==> src/rtl/execute_stage.sv <==
// Execute stage of the 8-bit MIPS pipeline: single-cycle ALU ops plus an
// iterative shift-add multiplier that stalls upstream while it runs.
module execute_stage #(
  parameter int DATA_W = 8,
  parameter int REG_AW = 5
) (
  input  logic              clk3,
  input  logic              rst_n,
  input  logic [DATA_W-1:0] A,
  input  logic [DATA_W-1:0] B,
  input  logic [3:0]        alu_op,
  input  logic [REG_AW-1:0] RW_in,
  input  logic              in_valid,
  output logic              stall,
  output logic [DATA_W-1:0] ans_ex,
  output logic [REG_AW-1:0] RW_ex,
  output logic              wr_en_ex,
  output logic              out_valid,
  output logic              flag_z,
  output logic              flag_c,
  output logic              flag_v
);

  localparam int CNT_W = (DATA_W > 1) ? $clog2(DATA_W) : 1;
  localparam logic [CNT_W-1:0] CNT_LAST = CNT_W'(DATA_W - 1);
  localparam int MSB = DATA_W - 1;

  localparam logic [3:0] OP_ADD   = 4'd0;
  localparam logic [3:0] OP_SUB   = 4'd1;
  localparam logic [3:0] OP_AND   = 4'd2;
  localparam logic [3:0] OP_OR    = 4'd3;
  localparam logic [3:0] OP_XOR   = 4'd4;
  localparam logic [3:0] OP_NOT   = 4'd5;
  localparam logic [3:0] OP_SLL   = 4'd6;
  localparam logic [3:0] OP_SRL   = 4'd7;
  localparam logic [3:0] OP_MUL   = 4'd8;
  localparam logic [3:0] OP_CMP   = 4'd9;
  localparam logic [3:0] OP_PASSB = 4'd10;

  typedef enum logic {IDLE, MUL_BUSY} state_t;

  state_t              state;
  logic [CNT_W-1:0]    cnt;
  logic [2*DATA_W-1:0] acc;
  logic [2*DATA_W-1:0] mcand;
  logic [2*DATA_W-1:0] acc_next;
  logic [DATA_W-1:0]   mplier;
  logic [REG_AW-1:0]   mul_rw;

  logic [DATA_W-1:0]   alu_res;
  logic                alu_c;
  logic                alu_v;
  logic                alu_wr;
  logic                alu_upd;
  logic [DATA_W:0]     sum;
  logic [DATA_W:0]     diff;
  logic [DATA_W:0]     sll_w;
  logic [DATA_W:0]     srl_w;
  logic [2:0]          shamt;

  assign stall = (state == MUL_BUSY);
  assign shamt = B[2:0];
  assign sum   = {1'b0, A} + {1'b0, B};
  assign diff  = {1'b0, A} - {1'b0, B};
  // One guard bit on each shifter catches the last bit shifted out (0 for a shift of 0).
  assign sll_w = {1'b0, A} << shamt;
  assign srl_w = {A, 1'b0} >> shamt;
  assign acc_next = acc + (mplier[0] ? mcand : '0);

  always_comb begin
    alu_res = '0;
    alu_c   = 1'b0;
    alu_v   = 1'b0;
    alu_wr  = 1'b1;
    alu_upd = 1'b1;
    case (alu_op)
      OP_ADD: begin
        alu_res = sum[DATA_W-1:0];
        alu_c   = sum[DATA_W];
        alu_v   = (A[MSB] == B[MSB]) && (sum[MSB] != A[MSB]);
      end
      OP_SUB, OP_CMP: begin
        alu_res = diff[DATA_W-1:0];
        alu_c   = diff[DATA_W];
        alu_v   = (A[MSB] != B[MSB]) && (diff[MSB] != A[MSB]);
        alu_wr  = (alu_op != OP_CMP);
      end
      OP_AND:   alu_res = A & B;
      OP_OR:    alu_res = A | B;
      OP_XOR:   alu_res = A ^ B;
      OP_NOT:   alu_res = ~A;
      OP_SLL: begin
        alu_res = sll_w[DATA_W-1:0];
        alu_c   = sll_w[DATA_W];
      end
      OP_SRL: begin
        alu_res = srl_w[DATA_W:1];
        alu_c   = srl_w[0];
      end
      OP_PASSB: alu_res = B;
      default: begin
        alu_wr  = 1'b0;
        alu_upd = 1'b0;
      end
    endcase
  end

  // MUL never reaches the ALU path: IDLE diverts it into the shift-add loop.
  always_ff @(posedge clk3) begin
    if (!rst_n) begin
      state     <= IDLE;
      cnt       <= '0;
      acc       <= '0;
      mcand     <= '0;
      mplier    <= '0;
      mul_rw    <= '0;
      ans_ex    <= '0;
      RW_ex     <= '0;
      wr_en_ex  <= 1'b0;
      out_valid <= 1'b0;
      flag_z    <= 1'b0;
      flag_c    <= 1'b0;
      flag_v    <= 1'b0;
    end else begin
      out_valid <= 1'b0;
      case (state)
        IDLE: begin
          if (in_valid) begin
            if (alu_op == OP_MUL) begin
              mcand  <= {{DATA_W{1'b0}}, A};
              mplier <= B;
              mul_rw <= RW_in;
              acc    <= '0;
              cnt    <= '0;
              state  <= MUL_BUSY;
            end else begin
              ans_ex    <= alu_res;
              RW_ex     <= RW_in;
              wr_en_ex  <= alu_wr;
              out_valid <= 1'b1;
              if (alu_upd) begin
                flag_z <= ~|alu_res;
                flag_c <= alu_c;
                flag_v <= alu_v;
              end
            end
          end
        end
        MUL_BUSY: begin
          acc    <= acc_next;
          mcand  <= mcand << 1;
          mplier <= mplier >> 1;
          cnt    <= cnt + CNT_W'(1);
          if (cnt == CNT_LAST) begin
            ans_ex    <= acc_next[DATA_W-1:0];
            RW_ex     <= mul_rw;
            wr_en_ex  <= 1'b1;
            out_valid <= 1'b1;
            flag_z    <= ~|acc_next[DATA_W-1:0];
            flag_c    <= |acc_next[2*DATA_W-1:DATA_W];
            flag_v    <= 1'b0;
            cnt       <= '0;
            state     <= IDLE;
          end
        end
        default: state <= IDLE;
      endcase
    end
  end

endmodule

==> config.mk <==
export PLATFORM = sky130hd
export DESIGN_NAME = execute_stage
export DESIGN_NICKNAME = d
export VERILOG_FILES = /design/src/rtl/execute_stage.sv
export SDC_FILE = /design/constraint.sdc
export NUM_CORES = 1
export LEC_CHECK = 0
export ABC_AREA = 0
export BUFFER_PORTS_ARGS = -buffer_cell sky130_fd_sc_hd__clkbuf_2
export CAP_MARGIN = 20
export CORE_MARGIN = 2
export CORE_UTILIZATION = 50
export CTS_CLUSTER_SIZE = 40
export DETAILED_ROUTE_END_ITERATION = 16
export PLACE_DENSITY = 0.8
export SYNTH_ARGS = -nofsm -noshare
export SYNTH_HDL_FRONTEND = slang
export SYNTH_SLANG_ARGS = --single-unit
==> constraint.sdc <==
create_clock -name clk3 -period 2.9 [get_ports clk3]
set_input_delay 0.58 -clock clk3 [delete_from_list [all_inputs] [get_ports clk3]]
set_output_delay 0.58 -clock clk3 [all_outputs]
set_load 0.02 [all_outputs]
==> results of run 1 <==
-- sequential cells by signal (all words and copies together), names as in the netlist --
signal and flops:
mcand 16, mplier 8, flag_v 1, mul_rw 5
out_valid 1, ans_ex 8, acc 16, flag_c 1
RW_ex 5, cnt 3, stall 1, wr_en_ex 1
flag_z 1
-- worst register-to-register path: cells and delay by family (launching register included) --
| kind | cells | cell delay [ns] |
|---|---|---|
| AOI/OAI and AO/OA | 3 | 0.51 |
| adders and majority gates | 1 | 0.42 |
| buffers and inverters | 1 | 0.18 |
| DFF | 1 | 0.33 |
| muxes | 1 | 0.36 |
| and+or+nand+nor | 4 | 0.92 |
-- through the flow --
step | cells | instance area [um^2] | setup TNS, ns | utilization, % | hold slack (ns)
2_1_floorplan | 753 | 5890 | 0 | - | 0.434
3_3_place_gp | 977 | 6740 | -0.278 | 58.7 | 0.452
3_5_place_dp | 977 | 6740 | -0.389 | 58.7 | 0.455
4_1_cts | 993 | 7060 | 0 | 61.6 | 0.463
5_1_grt | 994 | 7130 | -0.0271 | 62.1 | 0.485
6_report | 994 | 7130 | 0 | 62.1 | 0.461
-- power by group through the flow --
stage / sequential, uW / clock, uW / combinational [uW]
floorplan: 1010 / 0 / 352
global placement: 986 / 0 / 618
detailed placement: 986 / 0 / 620
CTS: 967 / 1180 / 624
global route: 969 / 1220 / 686
finish: 967 / 1180 / 637
-- final timing paths --
| path | endpoint | cells past startpoint |
|---|---|---|
| max | flag_z$_SDFFE_PN0P_ | 10 |
| min | ans_ex[0]$_SDFFE_PN0P_ | 2 |
| max reg2reg | flag_c$_SDFFE_PN0P_ | 10 |
| min reg2reg | ans_ex[0]$_SDFFE_PN0P_ | 2 |
-- placed cells by master, fill, tap and decap left out, types with 6 or more instances in the layout --
master	instances
ha_1	40
nor2b_1	24
xor2_1	8
o21ai_0	40
o211ai_1	21
nand2_1	94
inv_1	34
mux2i_1	33
nor2_1	39
and3_1	12
a31oi_1	8
nand3_1	17
o2111ai_1	6
a21o_1	6
nor3_1	10
clkbuf_16	9
a21boi_0	9
dfxtp_1	66
o21a_1	6
o211a_1	19
and2_1	32
clkbuf_2	46
nand2b_1	7
buf_4	90
a21oi_1	33
-- kinds of logic (layout without fill, tap and decap cells) --
family                   after synthesis  count (layout)  synth area share (%)
adder cells (fa/ha/maj)               45              45                  9.95
buffers and inverters                 90             188                  6.63
multiplexers                          40              40                  7.84
flip-flops                            67              67                  22.8
AO/OA/AOI/OAI                        222             222                  27.0
XOR/XNOR                              12              12                  1.79
AND/OR/NAND/NOR                      277             277                  24.1
-- layer usage --
metal	global-route usage (%)	part of all wire, %
met5	0	0
met4	8.94	3.3
met3	5.24	8.0
met2	44.8	44
met1	38.5	44
-- layout make-up --
| class | instances | area (um^2) |
|---|---|---|
| fill | 966 | 4340 |
| multi-input combinational | 596 | 4230 |
| sequential | 67 | 1340 |
| timing repair buffer | 137 | 926 |
| clock buffer | 12 | 246 |
| tap | 143 | 179 |
| inverter | 35 | 133 |
| clock inverter | 4 | 73.8 |
-- timing repair --
item,in CTS,in global routing
cloned,0,0
endpoints found under the setup margin,1,3
buffers inserted,0,1
pin swaps,0,5
resized for setup,1,17
==> flow_metrics.env, run 1 <==
export IMPL_outcome="complete, no violations"
export IMPL_grt_max_degree=67
export IMPL_drive_gt1_share_pct=21.4
export IMPL_internal_power_uw=2000
export IMPL_skew_ns=0.00691
export IMPL_worst_r2r_setup_slack_ns=0.10
export IMPL_initial_core_util_pct=51.3
export IMPL_die_x_um=113
export IMPL_cts_sinks=67
export IMPL_gp_congestion=0.998
export IMPL_switching_share_pct=28.1
export IMPL_vdd_drop_max_mv=0.457
export IMPL_h_tree_depth=3
export IMPL_period_needed_ns=2.82
export IMPL_detail_route_wl_per_cell_um=17.9
export IMPL_cts_tree="built"
export IMPL_vias=6162
export IMPL_synthDistinctLibCells=76
export IMPL_slew_violations=0
export IMPL_crit_path_end_kind="flip-flop"
export IMPL_synth_top_cell_area_share_pct=22.8
export IMPL_syn_avg_cell_area_um2=7.82
export IMPL_cpPeakStageDelay_ns=0.57
export IMPL_power_uw=2780
export IMPL_area_growth_pct=21.1
export IMPL_io_buffers=46
export IMPL_syn_nets=826
export IMPL_antenna_left=0
export IMPL_hp_class="reg2reg"
export IMPL_std_cell_rows=39
export IMPL_cts_root_buf="clkbuf_16"
export IMPL_async_flop_share_pct=0
export IMPL_setup_ws_ns=0.0794
export IMPL_p_clk_share_pct=42.3
export IMPL_synth_top_area_cell="dfxtp_1"
export IMPL_ys_seq_area_share_pct=22.8
export IMPL_max_cap_violations=0
export IMPL_path_max_fanout=10
export IMPL_cpMostUsedCell="buf_4"
export IMPL_pwr_density_cell_nw_per_um2=390
export IMPL_synth_ff_type="dfxtp_1"
export IMPL_io_pins=47
export IMPL_reg2reg_from="mplier[0]$_SDFFE_PN0P_"
export IMPL_crit_path_start="B[0]"
export IMPL_setup_viol=0
export IMPL_slowest_stage="or4_1"
export IMPL_fmax_mhz=355
export IMPL_grt_pass1_wl_um=28800
export IMPL_vias_per_cell=6.20
export IMPL_worstSkewPairLatency_ns=0.34
export IMPL_grt_usage_pct=28.1
export IMPL_min_from="ans_ex[0]$_SDFFE_PN0P_"
export IMPL_wl_um=17800
export IMPL_cp_num_buf_inv=3
export IMPL_p_seq_share_pct=34.8
export IMPL_synth_common_cells="nand2_1, dfxtp_1, o21ai_0, ha_1, nor2_1"
export IMPL_first_global_vias=5760
export IMPL_drt_iter0_drc=532
export IMPL_core_area_um2=11500
export IMPL_path_clk_slew_ns=0.06
export IMPL_relSlewSlack_pct=52.3
export IMPL_yosysMostFrequentCell="nand2_1"
export IMPL_synth_area_top_cells="dfxtp_1, ha_1, nand2_1"
export IMPL_grt_antenna_before_repair=0
export IMPL_diodes=0
export IMPL_cp_required_ns=3.16
export IMPL_hold_viol=0
export IMPL_drc_errors=0
export IMPL_crit_type="in2reg"
export IMPL_p_leak_uw=0.00323
export IMPL_synth_warnings=0
export IMPL_synthesis_area_um2=5890
export IMPL_cp_cell_sequence="clkbuf_2, buf_4, buf_4, mux2i_1, nand2_1, and3_1, o31ai_1, o211ai_1, or4_1, o31ai_2"
export IMPL_cpLargestDelayFamily="compound AO/OA/AOI/OAI gates"
export IMPL_hold_buffers=0
export IMPL_synth_seq_cells=67
export IMPL_overflow=0
export IMPL_cts_inserted_buffers=9
export IMPL_dr_pass1_iters=7
export IMPL_post_route_period_util_pct=97.3
export IMPL_dp_slack_ns=-0.151
export IMPL_dieArea_um2=12700
export IMPL_synth_cells=753
export IMPL_cp_start_kind="input port"
export IMPL_crit_arrival_ns=3.08
export IMPL_cts_buffer_depth=2
export IMPL_tightest_slew_ns=0.716
export IMPL_synth_edf_count=0
export IMPL_netSwitchingPower_uw=781
export IMPL_comb_power_share_pct=22.9
export IMPL_dp_hpwl_um=13300
export IMPL_die_h_um=113
export IMPL_fin_nets=919
Note: power is estimated with default switching activity, not from simulation.
==> inputs of run 2 (changes only) <==
--- a/config.mk
+++ b/config.mk
@@ -12,7 +12,7 @@
 export CORE_UTILIZATION = 50
 export CTS_CLUSTER_SIZE = 40
 export DETAILED_ROUTE_END_ITERATION = 16
-export PLACE_DENSITY = 0.8
+export PLACE_DENSITY = 0.77
 export SYNTH_ARGS = -nofsm -noshare
 export SYNTH_HDL_FRONTEND = slang
 export SYNTH_SLANG_ARGS = --single-unit
==> constraint.sdc (replaced) <==
create_clock -name clk3 -period 3 [get_ports clk3]
set_input_delay 0.6 -clock clk3 [delete_from_list [all_inputs] [get_ports clk3]]
set_output_delay 0.6 -clock clk3 [all_outputs]
set_load 0.02 [all_outputs]
==> run 2 against run 1 <==
Count of clock-buffer cells in the layout down 3. Die area unchanged. Cell count down 1.9%. Sequential power down 3.1%. Worst hold slack better by 0.0081 ns. Cell area down 2.9%. Combinational power down 7.5%. Routed wire length up 4.3%. Flip-flop and latch count unchanged. Critical path type is now reg2reg. Critical endpoint is now flag_c$_SDFFE_PN0P_. Largest cell class unchanged.
==> flow_metrics.env, run 2 (synthesis results as in run 1) <==
export IMPL_cts_buffer_depth=2
export IMPL_first_global_vias=5833
export IMPL_layout_commonest_cell="nand2_1"
export IMPL_place_inst=959
export IMPL_p_leak_uw=0.00312
export IMPL_die_x_um=113
export IMPL_antenna_left=0
export IMPL_rsz0062_at_grt="true"
export IMPL_die_h_um=113
export IMPL_drt_iter0_drc=597
export IMPL_h_tree_depth=3
export IMPL_gp_congestion=1.04
export IMPL_post_cts_buffers=0
export IMPL_hp_class="reg2reg"
export IMPL_dr_pass1_iters=6
export IMPL_cp_start_kind="flip-flop"
export IMPL_area_growth_pct=17.5
export IMPL_core_area_um2=11500
export IMPL_fin_util_pct=60.3
export IMPL_path_clk_slew_ns=0.06
export IMPL_reg_largest_list="acc: 16 flops, mcand: 16 flops"
export IMPL_setup_ws_ns=0.0986
export IMPL_cts_tree="built"
export IMPL_crit_arrival_ns=3.11
export IMPL_hold_viol=0
export IMPL_slew_violations=0
export IMPL_drive_gt1_share_pct=18.9
export IMPL_cp_required_ns=3.21
export IMPL_fin_nets=900
export IMPL_diodes=0
export IMPL_vias_per_cell=6.24
export IMPL_grt_usage_pct=29.5
export IMPL_std_cell_rows=39
export IMPL_post_route_period_util_pct=96.7
export IMPL_grt_max_degree=67
export IMPL_pwr_density_cell_nw_per_um2=373
export IMPL_cts_sinks=67
export IMPL_relSlewSlack_pct=34.1
export IMPL_wl_um=18600
export IMPL_final_cell_mix="nand2_1, buf_4, dfxtp_1"
export IMPL_drc_errors=0
export IMPL_dp_slack_ns=-0.114
export IMPL_grt_antenna_before_repair=0
export IMPL_outcome="complete, no violations"
export IMPL_grt_pass1_wl_um=30400
export IMPL_detail_route_wl_per_cell_um=19.0
export IMPL_fmax_mhz=345
export IMPL_fin_cells=975
export IMPL_hold_buffers=0
export IMPL_io_buffers=46
export IMPL_cts_root_buf="clkbuf_16"
export IMPL_dp_hpwl_um=14100
export IMPL_tightest_slew_ns=0.963
export IMPL_initial_core_util_pct=51.3
export IMPL_io_pins=47
export IMPL_setup_viol=0
export IMPL_max_cap_violations=0
export IMPL_period_needed_ns=2.90
export IMPL_worstSkewPairLatency_ns=0.33
export IMPL_crit_type="reg2reg"
export IMPL_overflow=0
export IMPL_dieArea_um2=12700
export IMPL_cts_inserted_buffers=9
export IMPL_vias=6088
export IMPL_path_max_fanout=4
export IMPL_skew_ns=0.0112
export IMPL_vdd_drop_max_mv=0.267
export IMPL_crit_path_end_kind="flip-flop"
==> run 2: changes by cell type in the layout (fill, tap and decap cells not counted), moves of 2 or more <==
cell	previous run	this run
buf_4	90	71
a21oi_1	33	35
a21oi_2	2	0
clkbuf_1	2	0
ha_1	40	42
ha_2	2	0
inv_6	0	2
o21ai_0	40	42
==> run 2: worst paths after layout <==
| path | start | endpoint | slack [ns] | depth (start not counted) |
|---|---|---|---|---|
| min | acc[5]$_SDFFE_PN0P_ | acc[5]$_SDFFE_PN0P_ | 0.47 | 2 |
| max | mplier[0]$_SDFFE_PN0P_ | flag_c$_SDFFE_PN0P_ | 0.1 | 10 |
| max reg2reg | mplier[0]$_SDFFE_PN0P_ | flag_c$_SDFFE_PN0P_ | 0.1 | 10 |
| min reg2reg | acc[5]$_SDFFE_PN0P_ | acc[5]$_SDFFE_PN0P_ | 0.47 | 2 |
==> run 2: cell type report <==
type	instances	area, um^2
well taps	143	179
flip-flops and latches	67	1340
clock inverters	7	73.8
fillers	986	4550
repair buffers	118	783
inverters	35	133
clock buffers	9	225
multi-input cells	596	4180
==> run 2: worst max-delay path, cell delays in order (launching register included) <==
cell and delay (ns):
dfxtp_1 0.33, and2_1 0.15, ha_1 0.21, fa_1 0.43
a211oi_1 0.31, o21ai_0 0.22, a2111oi_0 0.41, or4_1 0.25
o21ai_0 0.13, nor4_2 0.22, o21ai_0 0.11
==> run 2: report_power, final <==
group | total (uW) | leakage (uW) | switching [uW] | internal (uW)
logic | 589 | 0.00243 | 345 | 244
registers | 937 | 0.000545 | 19.9 | 917
clock network | 1060 | 0.000146 | 409 | 647
total | 2580 | 0.00312 | 774 | 1810
==> run 2: what timing repair did <==
action | 4_1_cts | 5_1_grt
gates resized for setup | 2 | 5
setup endpoints to repair | 1 | 4
cloned | 0 | 0
pin swaps | 0 | 1
==> run 2: per-stage QoR <==
stage	instance area (um^2)	TNS (ns)	hold WS, ns	total power (uW)
2_1_floorplan	5890	0	0.434	1310
3_3_place_gp	6600	-0.0727	0.457	1520
3_5_place_dp	6600	-0.343	0.462	1530
4_1_cts	6900	0	0.471	2580
5_1_grt	6920	-0.0142	0.504	2700
6_report	6920	0	0.469	2580
==> run 2: metal layers <==
layer	part of all wire, %	track usage, %
met5	0	0
met2	48	49.8
met4	3.1	10.6
met3	6.6	3.94
met1	42	38.8
==> inputs of run 3 (changes only) <==
--- a/config.mk
+++ b/config.mk
@@ -9,10 +9,11 @@
 export BUFFER_PORTS_ARGS = -buffer_cell sky130_fd_sc_hd__clkbuf_2
 export CAP_MARGIN = 20
 export CORE_MARGIN = 2
-export CORE_UTILIZATION = 50
+export CORE_UTILIZATION = 25
 export CTS_CLUSTER_SIZE = 40
 export DETAILED_ROUTE_END_ITERATION = 16
-export PLACE_DENSITY = 0.77
+export PLACE_DENSITY = 0.49
+export SLEW_MARGIN = 0
 export SYNTH_ARGS = -nofsm -noshare
 export SYNTH_HDL_FRONTEND = slang
 export SYNTH_SLANG_ARGS = --single-unit
==> run 3 against run 2 <==
Combinational power is 4.8% higher. Sequential share of layout area decreased by 1.0 points. Utilization is 29 points lower. Routed wire length up 5.7%. Critical endpoint is now flag_z$_SDFFE_PN0P_. Total power up 4.2%. Clock skew down 0.0037 ns. Flip-flop and latch count stayed put. Critical path depth stayed put. Via count shrank 4.3%. Register-to-register slack gained 0.02 ns.
==> flow_metrics.env, run 3 (synthesis results as in run 1) <==
export IMPL_grt_util_met1_pct=22.4
export IMPL_final_cell_mix="nand2_1, buf_4, dfxtp_1"
export IMPL_path_max_fanout=17
export IMPL_comb_power_share_pct=22.9
export IMPL_hold_viol=0
export IMPL_grt_antenna_before_repair=0
export IMPL_path_clk_slew_ns=0.06
export IMPL_std_cell_rows=56
export IMPL_tightest_slew_ns=0.869
export IMPL_cts_tree="built"
export IMPL_drc_errors=0
export IMPL_cts_inserted_buffers=9
export IMPL_cp_cell_sequence="clkbuf_2, buf_4, buf_4, mux2i_1, nand2_1, and3_1, o31ai_1, o211ai_1, or4_1, o31ai_2"
export IMPL_h_tree_depth=3
export IMPL_io_pins=47
export IMPL_power_uw=2690
export IMPL_p_clk_share_pct=42.3
export IMPL_die_x_um=157
export IMPL_grt_pass1_wl_um=31300
export IMPL_slowest_stage="or4_1"
export IMPL_wl_um=19600
export IMPL_crit_path_end_kind="flip-flop"
export IMPL_post_cts_buffers=0
export IMPL_cp_start_kind="input port"
export IMPL_top_usage_layer="met2"
export IMPL_cts_root_buf="clkbuf_16"
export IMPL_diodes=0
export IMPL_drt_iter0_drc=440
export IMPL_dp_hpwl_um=15100
export IMPL_fin_nets=919
export IMPL_cpMostUsedCell="buf_4"
export IMPL_worstSkewPairLatency_ns=0.34
export IMPL_pwr_density_cell_nw_per_um2=368
export IMPL_cts_buffer_depth=2
export IMPL_grt_usage_pct=16.3
export IMPL_netSwitchingPower_uw=769
export IMPL_overflow=0
export IMPL_detail_route_wl_per_cell_um=16.8
export IMPL_crit_type="in2reg"
export IMPL_switching_share_pct=28.6
export IMPL_skew_ns=0.00748
export IMPL_gp_congestion=0.918
export IMPL_initial_core_util_pct=25.3
export IMPL_setup_viol=0
export IMPL_core_area_um2=23300
export IMPL_relSlewSlack_pct=41.6
export IMPL_post_route_period_util_pct=97.4
export IMPL_period_needed_ns=2.92
export IMPL_max_cap_violations=0
export IMPL_reg_largest_list="acc: 16 flops, mcand: 16 flops"
export IMPL_cp_required_ns=3.25
export IMPL_crit_arrival_ns=3.17
export IMPL_first_global_vias=5491
export IMPL_cpPeakStageDelay_ns=0.59
export IMPL_io_buffers=46
export IMPL_use_met3_pct=2.53
export IMPL_die_h_um=157
export IMPL_vias_per_cell=4.98
export IMPL_slew_violations=0
export IMPL_vdd_drop_max_mv=0.256
export IMPL_p_leak_uw=0.00322
export IMPL_dieArea_um2=24800
export IMPL_grt_max_degree=67
export IMPL_outcome="complete, no violations"
export IMPL_area_growth_pct=24.1
export IMPL_hold_buffers=0
export IMPL_met2_usage_pct=26.5
export IMPL_fmax_mhz=342
export IMPL_hp_class="reg2reg"
export IMPL_antenna_left=0
export IMPL_vias=5824
export IMPL_p_seq_share_pct=34.7
export IMPL_internal_power_uw=1920
export IMPL_drive_gt1_share_pct=20.6
export IMPL_cts_sinks=67
export IMPL_dr_pass1_iters=5
export IMPL_timing_hold_ws_ns=0.466
export IMPL_layout_commonest_cell="nand2_1"
-- run 3: cell count changes in the layout (fill, tap and decap cells not counted) --
cell and change:
a21oi_2 +2, clkbuf_8 +1, clkinv_4 -1, buf_4 +18
o2111ai_1 +1, a21oi_1 -2, bufinv_16 +1, inv_6 -2
a41oi_1 +1, buf_12 +1, a41oi_2 -1, o2111ai_2 -1
-- run 3: final timing paths --
| path | from | to | slack (ns) | cells past startpoint |
|---|---|---|---|---|
| setup / recovery | B[0] | flag_z$_SDFFE_PN0P_ | 0.08 | 10 |
| hold / removal | ans_ex[0]$_SDFFE_PN0P_ | ans_ex[0]$_SDFFE_PN0P_ | 0.47 | 2 |
| setup reg to reg | mplier[0]$_SDFFE_PN0P_ | flag_z$_SDFFE_PN0P_ | 0.12 | 10 |
| hold reg to reg | ans_ex[0]$_SDFFE_PN0P_ | ans_ex[0]$_SDFFE_PN0P_ | 0.47 | 2 |
-- run 3: stage by stage --
step / setup TNS [ns] / util [%] / area [um^2] / setup slack (ns) / instances
3_5_place_dp: -0.372 / 30.0 / 6980 / -0.159 / 1154
6_report: 0 / 31.4 / 7310 / 0.0791 / 1169
2_1_floorplan: 0 / - / 5890 / 0.0631 / 753
4_1_cts: 0 / 31.4 / 7300 / 0.0675 / 1169
5_1_grt: -0.00660 / 31.4 / 7310 / -0.00660 / 1169
3_3_place_gp: -0.311 / 30.0 / 6980 / -0.154 / 1154
-- run 3: worst max-delay path, delay by kind of cell --
| family | cells | cell delay [ns] |
|---|---|---|
| simple gates | 3 | 0.84 |
| mux | 1 | 0.34 |
| compound gates | 3 | 0.90 |
| buf+inv | 3 | 0.49 |
-- run 3: timing repair --
action | CTS | global route
gates resized for setup | 1 | 5
endpoints found under the setup margin | 1 | 1
pin swaps | 0 | 1
cloned | 0 | 0
-- run 3: cell type report --
type                       count  area [um^2]
timing repair buffer         137          938
inverter                      35          133
multi-input combinational    596         4180
clock inverter                 5         77.6
fill                        2571        16000
tap                          319          399
sequential                    67         1340
clock buffer                  10          239
-- run 3: layer usage --
| metal | wire length, um | vias to the layer above |
|---|---|---|
| met5 | 0 | - |
| li1 | - | 2942 |
| met3 | 772 | 27 |
| met4 | 397 | 0 |
| met1 | 9450 | 2716 |
| met2 | 9010 | 139 |
-- run 3: power by group through the flow --
stage / Combinational [uW] / Clock [uW] / Sequential, uW
2_1_floorplan: 340 / 0 / 972
3_3_place_gp: 619 / 0 / 954
3_5_place_dp: 614 / 0 / 954
4_1_cts: 616 / 1170 / 935
5_1_grt: 675 / 1200 / 938
6_report: 617 / 1140 / 935
